**src/rtl/ped_pass_request.sv**
```systemverilog
// Pedestrian push-button conditioner: sync, debounce, edge detect and
// cooldown-spaced single-cycle pass pulses with one-deep press latching.
module ped_pass_request #(
   parameter int SYNC_STAGES     = 2,
   parameter int DEBOUNCE_CYCLES = 16,
   parameter int COOLDOWN_CYCLES = 1024,
   parameter int CNT_W           = 16
) (
   input  logic       sysclk,
   input  logic       rst,
   input  logic       btn_raw,
   input  logic       enable,
   output logic       pass,
   output logic       btn_clean,
   output logic       pending,
   output logic       cooldown_busy,
   output logic [7:0] drop_cnt
);

   typedef enum logic [1:0] {
      IDLE,
      ISSUE,
      COOLDOWN
   } state_t;

   localparam logic [CNT_W-1:0] DB_LAST = CNT_W'(DEBOUNCE_CYCLES - 1);
   localparam logic [CNT_W-1:0] CD_LOAD = CNT_W'(COOLDOWN_CYCLES - 2);
   localparam logic [CNT_W-1:0] ONE     = CNT_W'(1);

   logic [SYNC_STAGES-1:0] r_sync;
   logic [CNT_W-1:0]       r_db_cnt;
   logic [CNT_W-1:0]       r_cd_cnt;
   logic                   r_clean;
   logic                   r_clean_d;
   logic                   r_pend;
   logic [7:0]             r_drop;
   logic                   r_pass;
   logic                   r_busy;
   state_t                 r_state;

   logic w_s;
   logic w_press;
   logic w_can;
   logic w_go;

   assign w_s     = r_sync[SYNC_STAGES-1];
   assign w_press = r_clean & ~r_clean_d;
   // Issue is only possible from IDLE or on the last cooldown cycle
   assign w_can   = (r_state == IDLE) |
                    ((r_state == COOLDOWN) & (r_cd_cnt == '0));
   assign w_go    = w_can & (w_press | r_pend) & enable;

   always_ff @(posedge sysclk) begin
      if (rst) begin
         r_sync    <= '0;
         r_db_cnt  <= '0;
         r_clean   <= 1'b0;
         r_clean_d <= 1'b0;
      end else begin
         r_sync    <= {r_sync[SYNC_STAGES-2:0], btn_raw};
         r_clean_d <= r_clean;
         if (w_s != r_clean) begin
            if (r_db_cnt == DB_LAST) begin
               r_clean  <= ~r_clean;
               r_db_cnt <= '0;
            end else begin
               r_db_cnt <= r_db_cnt + ONE;
            end
         end else begin
            r_db_cnt <= '0;
         end
      end
   end

   always_ff @(posedge sysclk) begin
      if (rst) begin
         r_state  <= IDLE;
         r_cd_cnt <= '0;
         r_pass   <= 1'b0;
         r_busy   <= 1'b0;
         r_pend   <= 1'b0;
         r_drop   <= '0;
      end else begin
         unique case (r_state)
            IDLE: begin
               if (w_go) begin
                  r_state <= ISSUE;
                  r_pass  <= 1'b1;
               end
            end
            ISSUE: begin
               r_state  <= COOLDOWN;
               r_pass   <= 1'b0;
               r_busy   <= 1'b1;
               r_cd_cnt <= CD_LOAD;
            end
            COOLDOWN: begin
               if (r_cd_cnt != '0) begin
                  r_cd_cnt <= r_cd_cnt - ONE;
               end else begin
                  r_busy <= 1'b0;
                  if (w_go) begin
                     r_state <= ISSUE;
                     r_pass  <= 1'b1;
                  end else begin
                     r_state <= IDLE;
                  end
               end
            end
            default: begin
               r_state <= IDLE;
               r_pass  <= 1'b0;
               r_busy  <= 1'b0;
            end
         endcase

         if (w_go) begin
            r_pend <= 1'b0;
         end else if (w_press) begin
            if (!r_pend) begin
               r_pend <= 1'b1;
            end else if (r_drop != 8'hFF) begin
               r_drop <= r_drop + 8'd1;
            end
         end
      end
   end

   assign pass          = r_pass;
   assign btn_clean     = r_clean;
   assign pending       = r_pend;
   assign cooldown_busy = r_busy;
   assign drop_cnt      = r_drop;

endmodule
```
**config.mk**
```make
export PLATFORM = sky130hd
export DESIGN_NAME = ped_pass_request
export DESIGN_NICKNAME = d
export VERILOG_FILES = /design/src/rtl/ped_pass_request.sv
export SDC_FILE = /design/constraint.sdc
export NUM_CORES = 1
export LEC_CHECK = 0
export CAP_MARGIN = 0
export CORE_MARGIN = 3
export CORE_UTILIZATION = 45
export CTS_CLUSTER_SIZE = 40
export DETAILED_ROUTE_END_ITERATION = 8
export PLACE_DENSITY = 0.7
export SYNTH_ARGS = -nofsm -noshare
export SYNTH_HDL_FRONTEND = slang
export SYNTH_SLANG_ARGS = --single-unit
```
**constraint.sdc**
```tcl
create_clock -name sysclk -period 2.37 [get_ports sysclk]
set_input_delay 0.474 -clock sysclk [delete_from_list [all_inputs] [get_ports sysclk]]
set_output_delay 0.474 -clock sysclk [all_outputs]
set_load 0.02 [all_outputs]
```
==> flow_metrics.env, run 1 <==
export IMPL_rows=25
export IMPL_grt_start_max_net_pins=24
export IMPL_ir_drop_v=0.000428
export IMPL_detail_route_antenna_nets=0
export IMPL_p_leak_uw=0.000894
export IMPL_timing_final_crit_share=0.891
export IMPL_clkTransAtPathRegs_ns=0.10
export IMPL_cts_sinks=49
export IMPL_maxCapViolCount=0
export IMPL_route_vias_total=1876
export IMPL_grt_overflow_total=0
export IMPL_start_util=0.482
export IMPL_wirelength_mm=4.35
export IMPL_htreeDepth=2
export IMPL_cts_tree="done"
export IMPL_combPwrFrac=0.019
export IMPL_cts_setup_buffers=0
export IMPL_reg2regPathDepth=5
export IMPL_synth_largest_area_cell="dfxtp_1"
export IMPL_netlist_instances=261
export IMPL_netlist_area_um2=2370
export IMPL_drt_pass1_iter_count=4
export IMPL_wl_per_cell_um=12.5
export IMPL_hold_class="reg2reg"
export IMPL_swShare=0.229
export IMPL_powerDensity_nw_per_um2=511
export IMPL_final_min_clock_period_ns=2.11
export IMPL_arrival_ns=2.36
export IMPL_cts_buffer_depth=2
export IMPL_cts_root_buf="clkbuf_8"
export IMPL_final_area_um2=2680
export IMPL_synthesis_nets=269
export IMPL_drive_gt1_frac=0.118
export IMPL_dieHeight_um=78.5
export IMPL_intPower_uw=1060
export IMPL_rr_startpoint="r_cd_cnt[2]"
export IMPL_synth_top_area_share=0.414
export IMPL_p_sw_uw=314
export IMPL_path_max_fanout=7
export IMPL_fin_setup_tns_ns=0
export IMPL_netlist_top_cells_area="dfxtp_1 (41%), xnor2_1 (6.3%), nor2_1 (4.9%)"
export IMPL_dieArea_um2=6170
export IMPL_crit_type="reg2reg"
export IMPL_grt_pass1_vias=1727
export IMPL_crit_path_max_incr_delay_ns=0.59
export IMPL_status="completed"
export IMPL_cts_buffers=5
export IMPL_hpwlAfterDp_mm=3.03
export IMPL_timing_fmax_ghz=0.473
export IMPL_min_to="r_sync[1]"
export IMPL_path_cells="or4_4 -> or2_1 -> nor4_2 -> mux2_1 -> nor2_1"
export IMPL_port_buffers=15
export IMPL_yosysWarnings=0
export IMPL_power_uw=1370
export IMPL_antenna_found_initial=0
export IMPL_holdCritStartpoint="r_sync[0]"
export IMPL_num_io_pins=16
export IMPL_hold_depth=1
export IMPL_cts_hold_buf=0
export IMPL_grt_pass1_wl_mm=7.67
export IMPL_core_area_um2=4910
export IMPL_ctsResizeCount=0
export IMPL_r2r_slack_ns=0.26
export IMPL_grt_setup_unrepaired="no"
export IMPL_slew_headroom=0.667
export IMPL_critPathLaunchType="flop"
export IMPL_insertion_delay_ns=0.30
export IMPL_grt_use_total=0.152
export IMPL_worstMarginPinSlew_ns=0.487
export IMPL_vias_per_cell=5.41
export IMPL_die_x_um=78.5
export IMPL_initialDrtViolationCount=85
export IMPL_hold_viol_final=0
export IMPL_maxSlewViolCount=0
export IMPL_area_growth_pct=13.4
export IMPL_seq_power_share=0.603
export IMPL_reg2reg_to="r_cd_cnt[11]"
export IMPL_drc_errors=0
export IMPL_slowest_stage="or4_4"
export IMPL_place_area_um2=2590
export IMPL_finClkSkew_ns=0.00870
export IMPL_ys_seq_area_frac=0.414
export IMPL_ys_types=50
export IMPL_setup_viol=0
export IMPL_syn_avg_cell_area_um2=9.07
export IMPL_nets=287
export IMPL_cp_end_kind="flop"
export IMPL_clock_power_share=0.378
export IMPL_cp_required_ns=2.62
export IMPL_place_congestion=0.818
export IMPL_ys_ff_latch=49
export IMPL_diodes=0
[per-stage QoR]
step,std cells,worst slack (ns),util,hold WS [ns]
3_3_place_gp,339,0.239,0.527,0.438
3_5_place_dp,339,0.238,0.527,0.449
2_1_floorplan,261,0.392,-,0.414
6_report,347,0.258,0.546,0.466
5_1_grt,347,0.128,0.546,0.483
4_1_cts,347,0.262,0.546,0.468
[cell type report]
| cell class | instances | area (µm²) |
|---|---|---|
| Inverter | 6 | 22.5 |
| Multi-Input combinational cell | 195 | 1300 |
| Clock buffer | 5 | 68.8 |
| Tap cell | 67 | 83.8 |
| Timing Repair Buffer | 22 | 203 |
| Clock inverter | 3 | 28.8 |
| Sequential cell | 49 | 981 |
| Fill cell | 465 | 2230 |
[registers in the layout, indices dropped and copies added (netlist names)]
register	cells
r_cd_cnt	16
r_db_cnt	16
drop_cnt	8
r_state	2
r_sync	2
btn_clean	1
cooldown_busy	1
pass	1
pending	1
r_clean_d	1
[power by group through the flow]
| stage | registers, µW | clock network, µW | logic [µW] |
|---|---|---|---|
| finish | 826 | 518 | 26.5 |
| detailed placement | 845 | 0 | 26.4 |
| CTS | 826 | 546 | 26.7 |
| global route | 826 | 576 | 29.6 |
| global placement | 845 | 0 | 26.7 |
| floorplan | 845 | 0 | 16.1 |
[cell usage in the layout (no fill, tap or decap), drive strengths merged, types with 5 or more instances in the layout]
master and instances:
nand3 17, inv 8, nand2b 5, nor4 6
and3 5, xor2 8, a21oi 22, buf 7
xnor2 17, dfxtp 49, nor3 12, nor2 32
clkdlybuf4s50 15, clkbuf 5, a211oi 5, or4 7
nand2 11
[worst max path at each step]
stage,end,startpoint,slack [ns]
after floorplan,r_cd_cnt[11],r_cd_cnt[2],0.39
after global placement,drop_cnt[6],enable,0.24
after detailed placement,drop_cnt[6],enable,0.24
after CTS,r_cd_cnt[11],r_cd_cnt[2],0.26
after global routing,r_cd_cnt[11],r_cd_cnt[2],0.13
final,r_cd_cnt[11],r_cd_cnt[2],0.26
[synth_stat cells, drive strengths merged]
cell type,instances
nor4,6
a221oi,1
and4,1
nand4,4
xor2,8
nand3b,2
mux2i,3
ha,4
nor3,12
inv,6
nand4b,1
a2111oi,1
nand3,17
nor3b,1
a21bo,1
a31oi,2
nand2b,5
or4,7
nor2,32
or3,4
o21ai,3
o31ai,2
o221ai,1
buf,5
o211ai,1
xnor2,17
mux2,2
clkbuf,6
a31o,2
nand2,11
a211oi,5
and3,5
nor2b,4
or2,2
and3b,2
dfxtp,49
and2,3
a21oi,22
or4b,1
[critical path: cells and delay by family (launching register included)]
family / cells / cell delay [ns]
flip-flops: 1 / 0.37
multiplexers: 1 / 0.34
AND/OR/NAND/NOR: 4 / 1.35
[layer usage]
layer | track usage | up-vias | share of wire
met2 | 0.229 | 40 | 0.43
met3 | 0.0333 | 5 | 0.039
li1 | - | 963 | -
met1 | 0.212 | 868 | 0.52
met5 | 0 | - | 0
met4 | 0.0524 | 0 | 0.012
[kinds of logic (layout without fill, tap and decap cells)]
| group | after synthesis | count (layout) | share of synthesized area |
|---|---|---|---|
| adder cells (fa/ha/maj) | 4 | 4 | 0.0211 |
| buffers and inverters | 17 | 36 | 0.0381 |
| multiplexers | 5 | 5 | 0.0222 |
| flip-flops | 49 | 49 | 0.414 |
| XOR/XNOR | 25 | 25 | 0.0925 |
| AO/OA/AOI/OAI | 41 | 41 | 0.110 |
| AND/OR/NAND/NOR | 120 | 120 | 0.301 |
(Power assumes the default switching activity.)
==> inputs of run 2 (changes only) <==
Settings changed: MAX_ROUTING_LAYER set to met4.
==> run 2 against run 1 <==
Clock skew is essentially flat. Final area did not move. Count of clock-buffer cells in the layout is the same. Wire length barely moved. Worst setup slack got worse by 0.0023 ns. Total power is essentially flat. Combinational power about the same. Register-to-register slack about the same. First-iteration DRC count unchanged. Final cell count did not move. Global-route usage increased by 0.41 points. Non-clock buffer count did not move.
==> flow_metrics.env, run 2 (same netlist as run 1, synthesis figures left out) <==
export IMPL_fin_ws_ns=0.256
export IMPL_num_io_pins=16
export IMPL_diodes=0
export IMPL_finClkSkew_ns=0.00870
export IMPL_hold_class="reg2reg"
export IMPL_hpwlAfterDp_mm=3.03
export IMPL_powerDensity_nw_per_um2=510
export IMPL_timing_final_crit_share=0.892
export IMPL_ir_drop_v=0.000428
export IMPL_final_common_cell="dfxtp_1"
export IMPL_port_buffers=15
export IMPL_status="completed"
export IMPL_final_area_um2=2680
export IMPL_dieHeight_um=78.5
export IMPL_detail_route_antenna_nets=0
export IMPL_timing_fmax_ghz=0.473
export IMPL_die_x_um=78.5
export IMPL_cts_hold_buf=0
export IMPL_cts_tree="done"
export IMPL_path_delay_family="simple AND/OR/NAND/NOR gates"
export IMPL_cts_root_buf="clkbuf_8"
export IMPL_drt_pass1_iter_count=4
export IMPL_htreeDepth=2
export IMPL_rows=25
export IMPL_cts_buffer_depth=2
export IMPL_worstMarginPinSlew_ns=0.487
export IMPL_cts_buffers=5
export IMPL_power_uw=1370
export IMPL_initialDrtViolationCount=85
export IMPL_grt_start_max_net_pins=24
export IMPL_cts_setup_buffers=0
export IMPL_preCtsSetupSlack_ns=0.238
export IMPL_crit_buf_inv=0
export IMPL_fin_setup_tns_ns=0
export IMPL_drc_errors=0
export IMPL_dieArea_um2=6170
export IMPL_vias_per_cell=5.39
export IMPL_maxCapViolCount=0
export IMPL_nets=287
export IMPL_grt_use_total=0.156
export IMPL_path_cells="or4_4 -> or2_1 -> nor4_2 -> mux2_1 -> nor2_1"
export IMPL_place_area_um2=2590
export IMPL_cp_required_ns=2.62
export IMPL_antenna_found_initial=0
export IMPL_route_vias_total=1872
export IMPL_cts_sinks=49
export IMPL_crit_path_max_incr_delay_ns=0.59
export IMPL_ctsResizeCount=0
export IMPL_place_congestion=0.831
export IMPL_grt_pass1_vias=1727
export IMPL_p_leak_uw=0.000894
export IMPL_critPathLaunchType="flop"
export IMPL_crit_type="reg2reg"
export IMPL_grt_pass1_wl_mm=7.67
export IMPL_path_max_fanout=7
export IMPL_insertion_delay_ns=0.30
export IMPL_maxSlewViolCount=0
export IMPL_cp_end_kind="flop"
export IMPL_wirelength_mm=4.35
export IMPL_core_area_um2=4910
export IMPL_drive_gt1_frac=0.118
export IMPL_grt_setup_unrepaired="no"
export IMPL_area_growth_pct=13.4
export IMPL_arrival_ns=2.36
export IMPL_slowest_stage="or4_4"
export IMPL_final_cell_mix="dfxtp_1 (49), nor2_1 (31), a21oi_1 (22), xnor2_1 (17), nand3_1 (17)"
export IMPL_hold_viol_final=0
export IMPL_slew_headroom=0.667
export IMPL_final_min_clock_period_ns=2.11
export IMPL_clkTransAtPathRegs_ns=0.10
export IMPL_wl_per_cell_um=12.5
export IMPL_grt_overflow_total=0
export IMPL_start_util=0.482
export IMPL_setup_viol=0
## run 2: metrics by stage
step / utilization / cells / hold WS [ns]
floorplan: - / 261 / 0.414
global placement: 0.527 / 339 / 0.438
detailed placement: 0.527 / 339 / 0.449
CTS: 0.546 / 347 / 0.468
global route: 0.546 / 347 / 0.483
finish: 0.546 / 347 / 0.466
## run 2: where the power goes
group	internal, µW	switching [µW]
sequential	825	1.08
clock	221	297
combinational	10.4	16.1
## run 2: path summary, 6_finish.rpt
| kind | startpoint | end | slack (ns) | cells after the start |
|---|---|---|---|---|
| max | r_cd_cnt[2] | r_cd_cnt[11] | 0.26 | 5 |
| min | r_sync[0] | r_sync[1] | 0.47 | 1 |
| max reg2reg | r_cd_cnt[2] | r_cd_cnt[11] | 0.26 | 5 |
| min reg2reg | r_sync[0] | r_sync[1] | 0.47 | 1 |
## run 2: layout make-up
type / instances / area, µm²
Clock buffer: 5 / 68.8
Clock inverter: 3 / 28.8
Fill cell: 465 / 2230
Inverter: 6 / 22.5
Multi-Input combinational cell: 195 / 1300
Sequential cell: 49 / 981
Tap cell: 67 / 83.8
Timing Repair Buffer: 22 / 203
## run 2: worst reg2reg max path: stages (launching register included)
cell and delay, ns:
dfxtp_1 0.37, or4_4 0.59, or2_1 0.37, nor4_2 0.31, mux2_1 0.34, nor2_1 0.08
## run 2: per-layer routing
layer  vias up  global-route usage  wire (µm)
li1        963                   -          -
met1       867               0.213       2310
met2        37               0.229       1840
met3         5              0.0310        156
met4         0              0.0524         50
met5         -                   -          0
